File: src/rtl/key_event_queue_pkg.sv
// Shared codes and scancodes for the keyboard event queue.
package key_event_queue_pkg;

    localparam int DIGIT_W = 4;
    localparam int SCAN_W  = 9;

    typedef logic [DIGIT_W-1:0] digit_t;
    typedef logic [SCAN_W-1:0]  scan_t;

    localparam digit_t CODE_ENTER   = 4'd15;
    localparam digit_t CODE_INVALID = 4'd11;

    // Main-row digit scancodes
    localparam scan_t SC_MAIN_0 = 9'h045;
    localparam scan_t SC_MAIN_1 = 9'h016;
    localparam scan_t SC_MAIN_2 = 9'h01E;
    localparam scan_t SC_MAIN_3 = 9'h026;
    localparam scan_t SC_MAIN_4 = 9'h025;
    localparam scan_t SC_MAIN_5 = 9'h02E;
    localparam scan_t SC_MAIN_6 = 9'h036;
    localparam scan_t SC_MAIN_7 = 9'h03D;
    localparam scan_t SC_MAIN_8 = 9'h03E;
    localparam scan_t SC_MAIN_9 = 9'h046;

    // Keypad digit scancodes
    localparam scan_t SC_PAD_0 = 9'h070;
    localparam scan_t SC_PAD_1 = 9'h069;
    localparam scan_t SC_PAD_2 = 9'h072;
    localparam scan_t SC_PAD_3 = 9'h07A;
    localparam scan_t SC_PAD_4 = 9'h06B;
    localparam scan_t SC_PAD_5 = 9'h073;
    localparam scan_t SC_PAD_6 = 9'h074;
    localparam scan_t SC_PAD_7 = 9'h06C;
    localparam scan_t SC_PAD_8 = 9'h075;
    localparam scan_t SC_PAD_9 = 9'h07D;

    // Enter on the main block and the E0-extended keypad Enter
    localparam scan_t SC_ENTER_MAIN = 9'h05A;
    localparam scan_t SC_ENTER_PAD  = 9'h15A;

endpackage

File: src/rtl/key_event_queue_fifo.sv
// Small synchronous FIFO with combinational read of the head entry.
module key_event_queue_fifo #(
    parameter int WIDTH = 4,
    parameter int DEPTH = 4
) (
    input  logic             clk,
    input  logic             rst,
    input  logic             push,
    input  logic             pop,
    input  logic [WIDTH-1:0] din,
    output logic [WIDTH-1:0] dout,
    output logic             empty,
    output logic             full
);

    localparam int PTR_W = $clog2(DEPTH);
    localparam int CNT_W = PTR_W + 1;

    logic [WIDTH-1:0] mem_q [DEPTH];
    logic [PTR_W-1:0] wr_ptr_q, wr_ptr_d;
    logic [PTR_W-1:0] rd_ptr_q, rd_ptr_d;
    logic [CNT_W-1:0] count_q, count_d;
    logic             do_push, do_pop;

    assign empty = (count_q == '0);
    assign full  = (count_q == CNT_W'(DEPTH));
    assign dout  = mem_q[rd_ptr_q];

    // A full FIFO still accepts a write when the head leaves in the same cycle
    assign do_pop  = pop & ~empty;
    assign do_push = push & (~full | do_pop);

    // Pointer and occupancy next-state; pointers wrap modulo DEPTH
    always_comb begin
        wr_ptr_d = wr_ptr_q;
        rd_ptr_d = rd_ptr_q;
        count_d  = count_q;
        if (do_push) wr_ptr_d = wr_ptr_q + 1'b1;
        if (do_pop)  rd_ptr_d = rd_ptr_q + 1'b1;
        case ({do_push, do_pop})
            2'b10:   count_d = count_q + 1'b1;
            2'b01:   count_d = count_q - 1'b1;
            default: count_d = count_q;
        endcase
    end

    // Storage and pointers; storage is cleared so the head reads 0 out of reset
    always_ff @(posedge clk or posedge rst) begin
        if (rst) begin
            for (int i = 0; i < DEPTH; i++) mem_q[i] <= '0;
            wr_ptr_q <= '0;
            rd_ptr_q <= '0;
            count_q  <= '0;
        end else begin
            if (do_push) mem_q[wr_ptr_q] <= din;
            wr_ptr_q <= wr_ptr_d;
            rd_ptr_q <= rd_ptr_d;
            count_q  <= count_d;
        end
    end

endmodule

File: src/rtl/key_event_queue.sv
// Converts raw PS/2 decoder state into one queued digit code per key press,
// with typematic-repeat filtering and a valid/ready output.
module key_event_queue
    import key_event_queue_pkg::*;
#(
    parameter int FIFO_DEPTH    = 4,
    parameter bit DROP_INVALID  = 1'b1,
    parameter bit REPEAT_FILTER = 1'b1
) (
    input  logic               clk,
    input  logic               rst,
    input  logic               key_valid,
    input  logic [SCAN_W-1:0]  last_change,
    input  logic [511:0]       key_down,
    output logic [DIGIT_W-1:0] digit,
    output logic               digit_valid,
    input  logic               digit_ready,
    output logic               overflow,
    input  logic               ovf_clr
);

    digit_t code_s0;

    logic   evt_stb_q;
    logic   evt_make_q;
    digit_t evt_code_q;
    scan_t  evt_scan_q;

    logic   held_q, held_d;
    scan_t  held_scan_q, held_scan_d;
    logic   overflow_q, overflow_d;

    logic   repeat_hit, accept_make, push_req, pop_acc, ovf_set;
    logic   fifo_empty, fifo_full;

    // Scancode to digit code; extended codes other than keypad Enter are unmapped
    always_comb begin
        code_s0 = CODE_INVALID;
        case (last_change)
            SC_MAIN_0, SC_PAD_0:          code_s0 = 4'd0;
            SC_MAIN_1, SC_PAD_1:          code_s0 = 4'd1;
            SC_MAIN_2, SC_PAD_2:          code_s0 = 4'd2;
            SC_MAIN_3, SC_PAD_3:          code_s0 = 4'd3;
            SC_MAIN_4, SC_PAD_4:          code_s0 = 4'd4;
            SC_MAIN_5, SC_PAD_5:          code_s0 = 4'd5;
            SC_MAIN_6, SC_PAD_6:          code_s0 = 4'd6;
            SC_MAIN_7, SC_PAD_7:          code_s0 = 4'd7;
            SC_MAIN_8, SC_PAD_8:          code_s0 = 4'd8;
            SC_MAIN_9, SC_PAD_9:          code_s0 = 4'd9;
            SC_ENTER_MAIN, SC_ENTER_PAD:  code_s0 = CODE_ENTER;
            default:                      code_s0 = CODE_INVALID;
        endcase
    end

    // Event stage register: captures make/break, code and scan on each decoder pulse
    always_ff @(posedge clk or posedge rst) begin
        if (rst) begin
            evt_stb_q  <= 1'b0;
            evt_make_q <= 1'b0;
            evt_code_q <= '0;
            evt_scan_q <= '0;
        end else begin
            evt_stb_q <= key_valid;
            if (key_valid) begin
                evt_make_q <= key_down[last_change];
                evt_code_q <= code_s0;
                evt_scan_q <= last_change;
            end
        end
    end

    // A make of the key already held is a typematic repeat and is dropped
    assign repeat_hit  = REPEAT_FILTER && held_q && (evt_scan_q == held_scan_q);
    assign accept_make = evt_stb_q && evt_make_q && !repeat_hit;
    assign push_req    = accept_make && !(DROP_INVALID && (evt_code_q == CODE_INVALID));
    assign pop_acc     = digit_valid && digit_ready;
    assign ovf_set     = push_req && fifo_full && !pop_acc;

    // Held-key tracking: accepted makes take ownership, break of the held key releases it
    always_comb begin
        held_d      = held_q;
        held_scan_d = held_scan_q;
        if (REPEAT_FILTER) begin
            if (accept_make) begin
                held_d      = 1'b1;
                held_scan_d = evt_scan_q;
            end else if (evt_stb_q && !evt_make_q && held_q && (evt_scan_q == held_scan_q)) begin
                held_d = 1'b0;
            end
        end
    end

    // Overflow is sticky; a new drop wins over a clear in the same cycle
    always_comb begin
        overflow_d = ovf_set | (overflow_q & ~ovf_clr);
    end

    // Filter and overflow state
    always_ff @(posedge clk or posedge rst) begin
        if (rst) begin
            held_q      <= 1'b0;
            held_scan_q <= '0;
            overflow_q  <= 1'b0;
        end else begin
            held_q      <= held_d;
            held_scan_q <= held_scan_d;
            overflow_q  <= overflow_d;
        end
    end

    key_event_queue_fifo #(
        .WIDTH (DIGIT_W),
        .DEPTH (FIFO_DEPTH)
    ) u_fifo (
        .clk   (clk),
        .rst   (rst),
        .push  (push_req),
        .pop   (pop_acc),
        .din   (evt_code_q),
        .dout  (digit),
        .empty (fifo_empty),
        .full  (fifo_full)
    );

    assign digit_valid = !fifo_empty;
    assign overflow    = overflow_q;

endmodule

File: config.mk
export PLATFORM = sky130hd
export DESIGN_NAME = key_event_queue
export DESIGN_NICKNAME = d
export VERILOG_FILES = /design/src/rtl/key_event_queue_pkg.sv /design/src/rtl/key_event_queue_fifo.sv /design/src/rtl/key_event_queue.sv
export SDC_FILE = /design/constraint.sdc
export NUM_CORES = 1
export LEC_CHECK = 0
export CORE_AREA = 2 2 207 209
export CTS_CLUSTER_SIZE = 28
export DETAILED_ROUTE_END_ITERATION = 8
export DIE_AREA = 0 0 209 211
export DONT_BUFFER_PORTS = 1
export PLACE_DENSITY = 0.33
export SLEW_MARGIN = 20
export SYNTH_ARGS = -nofsm -noshare
export SYNTH_HDL_FRONTEND = slang
export SYNTH_SLANG_ARGS = --single-unit
File: constraint.sdc
create_clock -name clk -period 3.8 [get_ports clk]
set_input_delay 0.38 -clock clk [delete_from_list [all_inputs] [get_ports clk]]
set_output_delay 0.38 -clock clk [all_outputs]
set_load 0.05 [all_outputs]
# [After elaboration in Yosys (flattened, before gate mapping)]
# Index checks and enable logic that the tools add are counted.
[word_totals] ff_bits=49 inputBits=526 out_inout_bits=6
[op_classes] n_addsub=4 order_cmp=4 n_eq_ne=27 n_mux=12 n_bitwise=10 reduce_logical=30
[ops] op="9-bit by 7-bit == test with 1-bit output (second input constant)" count=13
[ops] op="9-bit by 6-bit == test with 1-bit output (second input constant)" count=6
[ops] op="4-bit case mux with 11 select lines" count=1
[ops] op="2-bit OR reduction" count=11
[ops] op="9-bit by 5-bit == test with 1-bit output (second input constant)" count=2
[ops] op="16-bit bitwise mux" count=1
[ops] op="4-bit 2-to-1 mux" count=3
[ops] op="1-bit logical AND" count=11
[ops] op="9-bit by 10-bit < comparator with 1-bit output (second input constant)" count=1
[ops] op="1-bit binary-select mux with 9-bit select" count=1
[ops] op="9-bit == test" count=1
[ops] op="9-bit == test (second input constant)" count=1
[ops] op="4-bit binary-select mux with 2-bit select" count=1
[ops] op="4-bit demux with 2-bit select" count=1
[ops] op="3-bit >= comparator (second input constant)" count=2
[ops] op="2-bit inverter with 3-bit output" count=2
[ops] op="3-bit case mux with 2 select lines" count=1
[ops] op="1-bit zero test" count=5
[ops] op="2-bit by 1-bit adder with 2-bit output (second input constant)" count=2
[ops] op="4-bit == test (second input constant)" count=1
[ops] op="2-bit nonzero test" count=2
[ops] op="3-bit by 1-bit adder with 3-bit output (second input constant)" count=1
[ops] op="1-bit AND" count=3
[ops] op="3-bit == test (second input constant)" count=1
[ops] op="8 further kinds" count=13

# [Depth between registers and ports, before layout]
[logic_depth] depth_word=8 ltp_mapped=12

# [Hierarchy]
# A second synthesis with hierarchy kept.
[hier_totals] cells_unflattened=576 area_unflattened_um2=7128.1
[modules_own_cells] mod="key_event_queue" n_inst=1 cells_each=497 area_each_um2=6008.3
[modules_own_cells] mod="key_event_queue_fifo" n_inst=1 cells_each=79 area_each_um2=1119.8

# [Least setup slack after synthesis]
# Ideal clock, no wire load.
[synth_timing] kind="flip-flop to flip-flop" start="register held_scan_q[8]" end="register u_fifo.count_q[2]" setup_ns=0.079 t_arrival_ns=2.585 slack_ns=1.136 path_stages_with_launch=13 path_buffers=1 synth_period_minus_slack_ns=2.664 path_cell_list="dfrtp_1 > xor2_1 > nor4_1 > a41oi_1 > and3_1 > clkbuf_1 > inv_1 > ha_1 > inv_1 > fa_1 > xor2_1 > nor2_1 > xor2_1"
[synth_between] elab_chain_cells=8
[synth_rtl] item="start, declared" line_no="key_event_queue.sv:30" source="scan_t held_scan_q, held_scan_d;"
[synth_rtl] item="start signal, assigned" line_no="key_event_queue.sv:106" source="held_scan_q <= held_scan_d;"
[synth_rtl] item="9-bit == test (*)" line_no="key_event_queue.sv:73" source="assign repeat_hit = REPEAT_FILTER && held_q && (evt_scan_q == held_scan_q);"
[synth_rtl] item="1-bit logical AND (*)" line_no="key_event_queue.sv:73"
[synth_rtl] item="1-bit zero test (*)" line_no="key_event_queue.sv:74" source="assign accept_make = evt_stb_q && evt_make_q && !repeat_hit;"
[synth_rtl] item="1-bit logical AND (*)" line_no="key_event_queue.sv:74"
[synth_rtl] item="1-bit logical AND (*)" line_no="key_event_queue.sv:75" source="assign push_req = accept_make && !(DROP_INVALID && (evt_code_q == CODE_INVALID));"
[synth_rtl] item="1-bit AND (*)" line_no="key_event_queue_fifo.sv:31" source="assign do_push = push & (~full | do_pop);"
[synth_rtl] item="2-bit by 1-bit == test with 1-bit output or 2-bit == test (tied branches)" line_no="key_event_queue_fifo.sv:40" source="case ({do_push, do_pop})"
[synth_rtl] item="3-bit case mux with 2 select lines or 2-bit nonzero test (tied branches)"
[synth_rtl] item="end signal, assigned" line_no="key_event_queue_fifo.sv:58" source="count_q <= count_d;"
[synth_rtl] item="end, declared" line_no="key_event_queue_fifo.sv:22" source="logic [CNT_W-1:0] count_q, count_d;"
# Mark *: on every way between the ends. The rest lies on a longest branch, timed or not.
# A chain may end at the register's enable or synchronous reset.

# [Worst setup path in the final report]
# Ends and elaborated chain as after synthesis.

==> impl_metrics.tcl <==
set metrics [dict create \
    hold_violations 0 \
    routedWlPerCell_um 31.2 \
    finalMaxSlewViolations 0 \
    cp_data_required_time_ns 4.01 \
    use_met1 0.184 \
    grt_max_degree 151 \
    antenna_found_initial 15 \
    tightest_slew_ns 0.747 \
    pwr-share-seq 0.343 \
    clk_pin_slew_ns 0.07 \
    synth_flop_cell "dfrtp_1" \
    yosysTopAreaCell "mux4_2" \
    htree_levels 2 \
    core_area_um2 41800 \
    combinationalPowerShare 0.441 \
    insertion_delay_ns 0.29 \
    power.density_nw_per_um2 317 \
    ys_seq_area_frac 0.179 \
    synth_cell_types 60 \
    overflow 0 \
    hold_class "input pin to flip-flop" \
    setup-violations-final 0 \
    std_cell_rows 75 \
    crit_path_end_kind "flip-flop" \
    async_flop_share 1.00 \
    grt_util_all_layers 0.145 \
    p_int_uw 1530 \
    die_area_um2 44100 \
    syn_inst 582 \
    clock_sinks 49 \
    syn_avg_cell_area_um2 11.8 \
    drive_above_1_share 0.336 \
    die_h_um 211 \
    clockPowerShare 0.215 \
    cts_buffers 5 \
    synth-edff-count 0 \
    crit_end "u_fifo.count_q[2]" \
    drcViolationCount 0 \
    pin_count 532 \
    place_ws_ns 0.958 \
    reg2reg_to "u_fifo.count_q[2]" \
    start_kind "flip-flop" \
    syn2layout_area_growth_pct 9.24 \
    dieWidth_um 209 \
    vias_per_cell 5.06 \
    period_needed_ns 2.82 \
    slew_headroom 0.500 \
    ant_nets 0 \
    yosys.area.top_type_share 0.411 \
    fmax_mhz 354 \
    synth_area_um2 6850 \
    place_hpwl_um 28100 \
    busiest_layer "met2" \
    cts-root-buf "clkbuf_16" \
    use_met2 0.257 \
    fin_skew_ns 0.00806 \
    vias 5507 \
    crit_fanout 8 \
    dr.first_iter.drc_count 385 \
    drt-total-wl_um 34000 \
    grt_pass1_vias 5956 \
    grt_pass1_wl_um 45500 \
    yosys_warnings 0 \
    cts_setup_buffers 0 \
    switching_share 0.354 \
    synthTopCellsByArea "mux4_2 (41%), dfrtp_1 (18%), mux2_2 (5.9%)" \
    synth-seq-cells 49 \
    p_leak_uw 0.00241 \
    fin_setup_tns_ns 0 \
    yosysMostFrequentCell "mux4_2" \
    r2r_cells 12 \
    crit_arrival_ns 3.03 \
    place_congestion 0.947 \
    cap_violations 0 \
    cts_tree "done" \
    synth_nets 1114 \
    rsz0062_at_grt "no" \
    worst_slack_ns 0.976 \
    r2r-start "held_scan_q[8]" \
    rrSetupSlack_ns 0.98 \
    status "completed" \
    critical_path_class "flip-flop to flip-flop" \
    start_util 0.164 \
    synth_commonest_cells "mux4_2 (125), dfrtp_1 (49), nand2_1 (42)" \
    ir_drop_v 0.000210 \
    io_buffers 0 \
    p_sw_uw 840 \
    use_met3 0.0349 \
    clk_path_buf_depth 2 \
    drt_pass1_iterations 4 \
    fin_crit_sh 0.743 \
    critPathLaunch "held_scan_q[8]" \
    final_nets 1070 \
]
## power groups by stage
| stage | Clock (uW) | Sequential [uW] | Combinational, uW |
|---|---|---|---|
| final | 510 | 814 | 1050 |
| after floorplan | 0 | 770 | 958 |
| after detailed placement | 0 | 825 | 1070 |
| after global placement | 0 | 823 | 1060 |
| after global routing | 551 | 840 | 1130 |
| after CTS | 534 | 818 | 1070 |
## stage by stage
step / hold slack (ns) / instance area, um2 / power (uW) / cells / utilization
floorplan: 0.411 / 6850 / 1730 / 582 / -
global placement: 0.118 / 7280 / 1890 / 1069 / 0.174
detailed placement: 0.117 / 7280 / 1900 / 1069 / 0.174
CTS: 0.112 / 7460 / 2430 / 1078 / 0.179
global route: 0.107 / 7470 / 2520 / 1085 / 0.179
finish: 0.127 / 7480 / 2370 / 1089 / 0.179
## flip-flops by register name, indices dropped and copies added, names as in the netlist, 2 cells and up
signal           count
evt_code_q           4
evt_scan_q           9
held_scan_q          9
u_fifo.count_q       3
u_fifo.mem_q        16
u_fifo.rd_ptr_q      2
u_fifo.wr_ptr_q      2
## cell families (layout without fill, tap and decap cells)
logic type,Yosys count,in the layout,share of synthesized area
simple gates,153,153,0.120
flops,49,49,0.179
other cells,0,11,0
mux,199,199,0.530
fa+ha+maj,6,6,0.0121
buf+inv,71,28,0.0493
xor+xnor,16,16,0.0205
compound gates,88,88,0.0886
## layer usage
metal  part of all wire  vias up
met1               0.41     2866
met3              0.059       25
li1                   -     2337
met4             0.0098       10
met2               0.52      269
met5             0.0015        -
## critical path: stages, from the launching register on
cell and delay [ns]:
dfrtp_1 0.39, xor2_1 0.16, nor4_1 0.47, a41oi_1 0.18
buf_4 0.20, and3_1 0.26, inv_1 0.09, ha_1 0.18
inv_1 0.06, fa_1 0.37, xor2_1 0.15, nor2_1 0.11
xor2_1 0.14
## placed cells by master, fill, tap and decap left out, drive strengths merged, types with 4 or more instances in the layout
| cell | netlist | layout |
|---|---|---|
| a211oi | 5 | 5 |
| a21oi | 12 | 12 |
| a22oi | 17 | 17 |
| a31oi | 10 | 10 |
| and2 | 4 | 4 |
| buf | 35 | 5 |
| clkbuf | 22 | 5 |
| dfrtp | 49 | 49 |
| diode | 0 | 11 |
| ha | 5 | 5 |
| inv | 12 | 13 |
| mux2 | 36 | 36 |
| mux2i | 36 | 36 |
| mux4 | 127 | 127 |
| nand2 | 42 | 42 |
| nand3 | 16 | 16 |
| nand4 | 7 | 7 |
| nor2 | 26 | 26 |
| nor2b | 11 | 11 |
| nor3 | 4 | 4 |
| nor3b | 4 | 4 |
| nor4 | 7 | 7 |
| o21ai | 8 | 8 |
| o22ai | 15 | 15 |
| or3 | 5 | 5 |
| xnor2 | 4 | 4 |
| xor2 | 12 | 12 |
## repair_timing
action / CTS / global route
gates resized for setup: 0 / 0
endpoints found under the hold margin: 1 / 0
hold buffers: 1 / 0
## how the worst min path moves through the flow
| stage | startpoint | end | cells after the start |
|---|---|---|---|
| after floorplan | key_valid | evt_stb_q | 0 |
| after global placement | rst | u_fifo.count_q[0] | 1 |
| after detailed placement | rst | u_fifo.count_q[0] | 1 |
| after CTS | key_valid | evt_stb_q | 0 |
| after global routing | key_valid | evt_stb_q | 0 |
| final | key_valid | evt_stb_q | 0 |
## layout make-up
type	count	area, um2
Inverter	14	52.6
Clock buffer	5	125
Tap cell	539	674
Timing Repair Buffer	6	47.5
Antenna cell	11	27.5
Clock inverter	3	43.8
Multi-Input combinational cell	462	5290
Fill cell	4605	34300
Sequential cell	49	1230
Note: power is estimated with default switching activity, not from simulation.
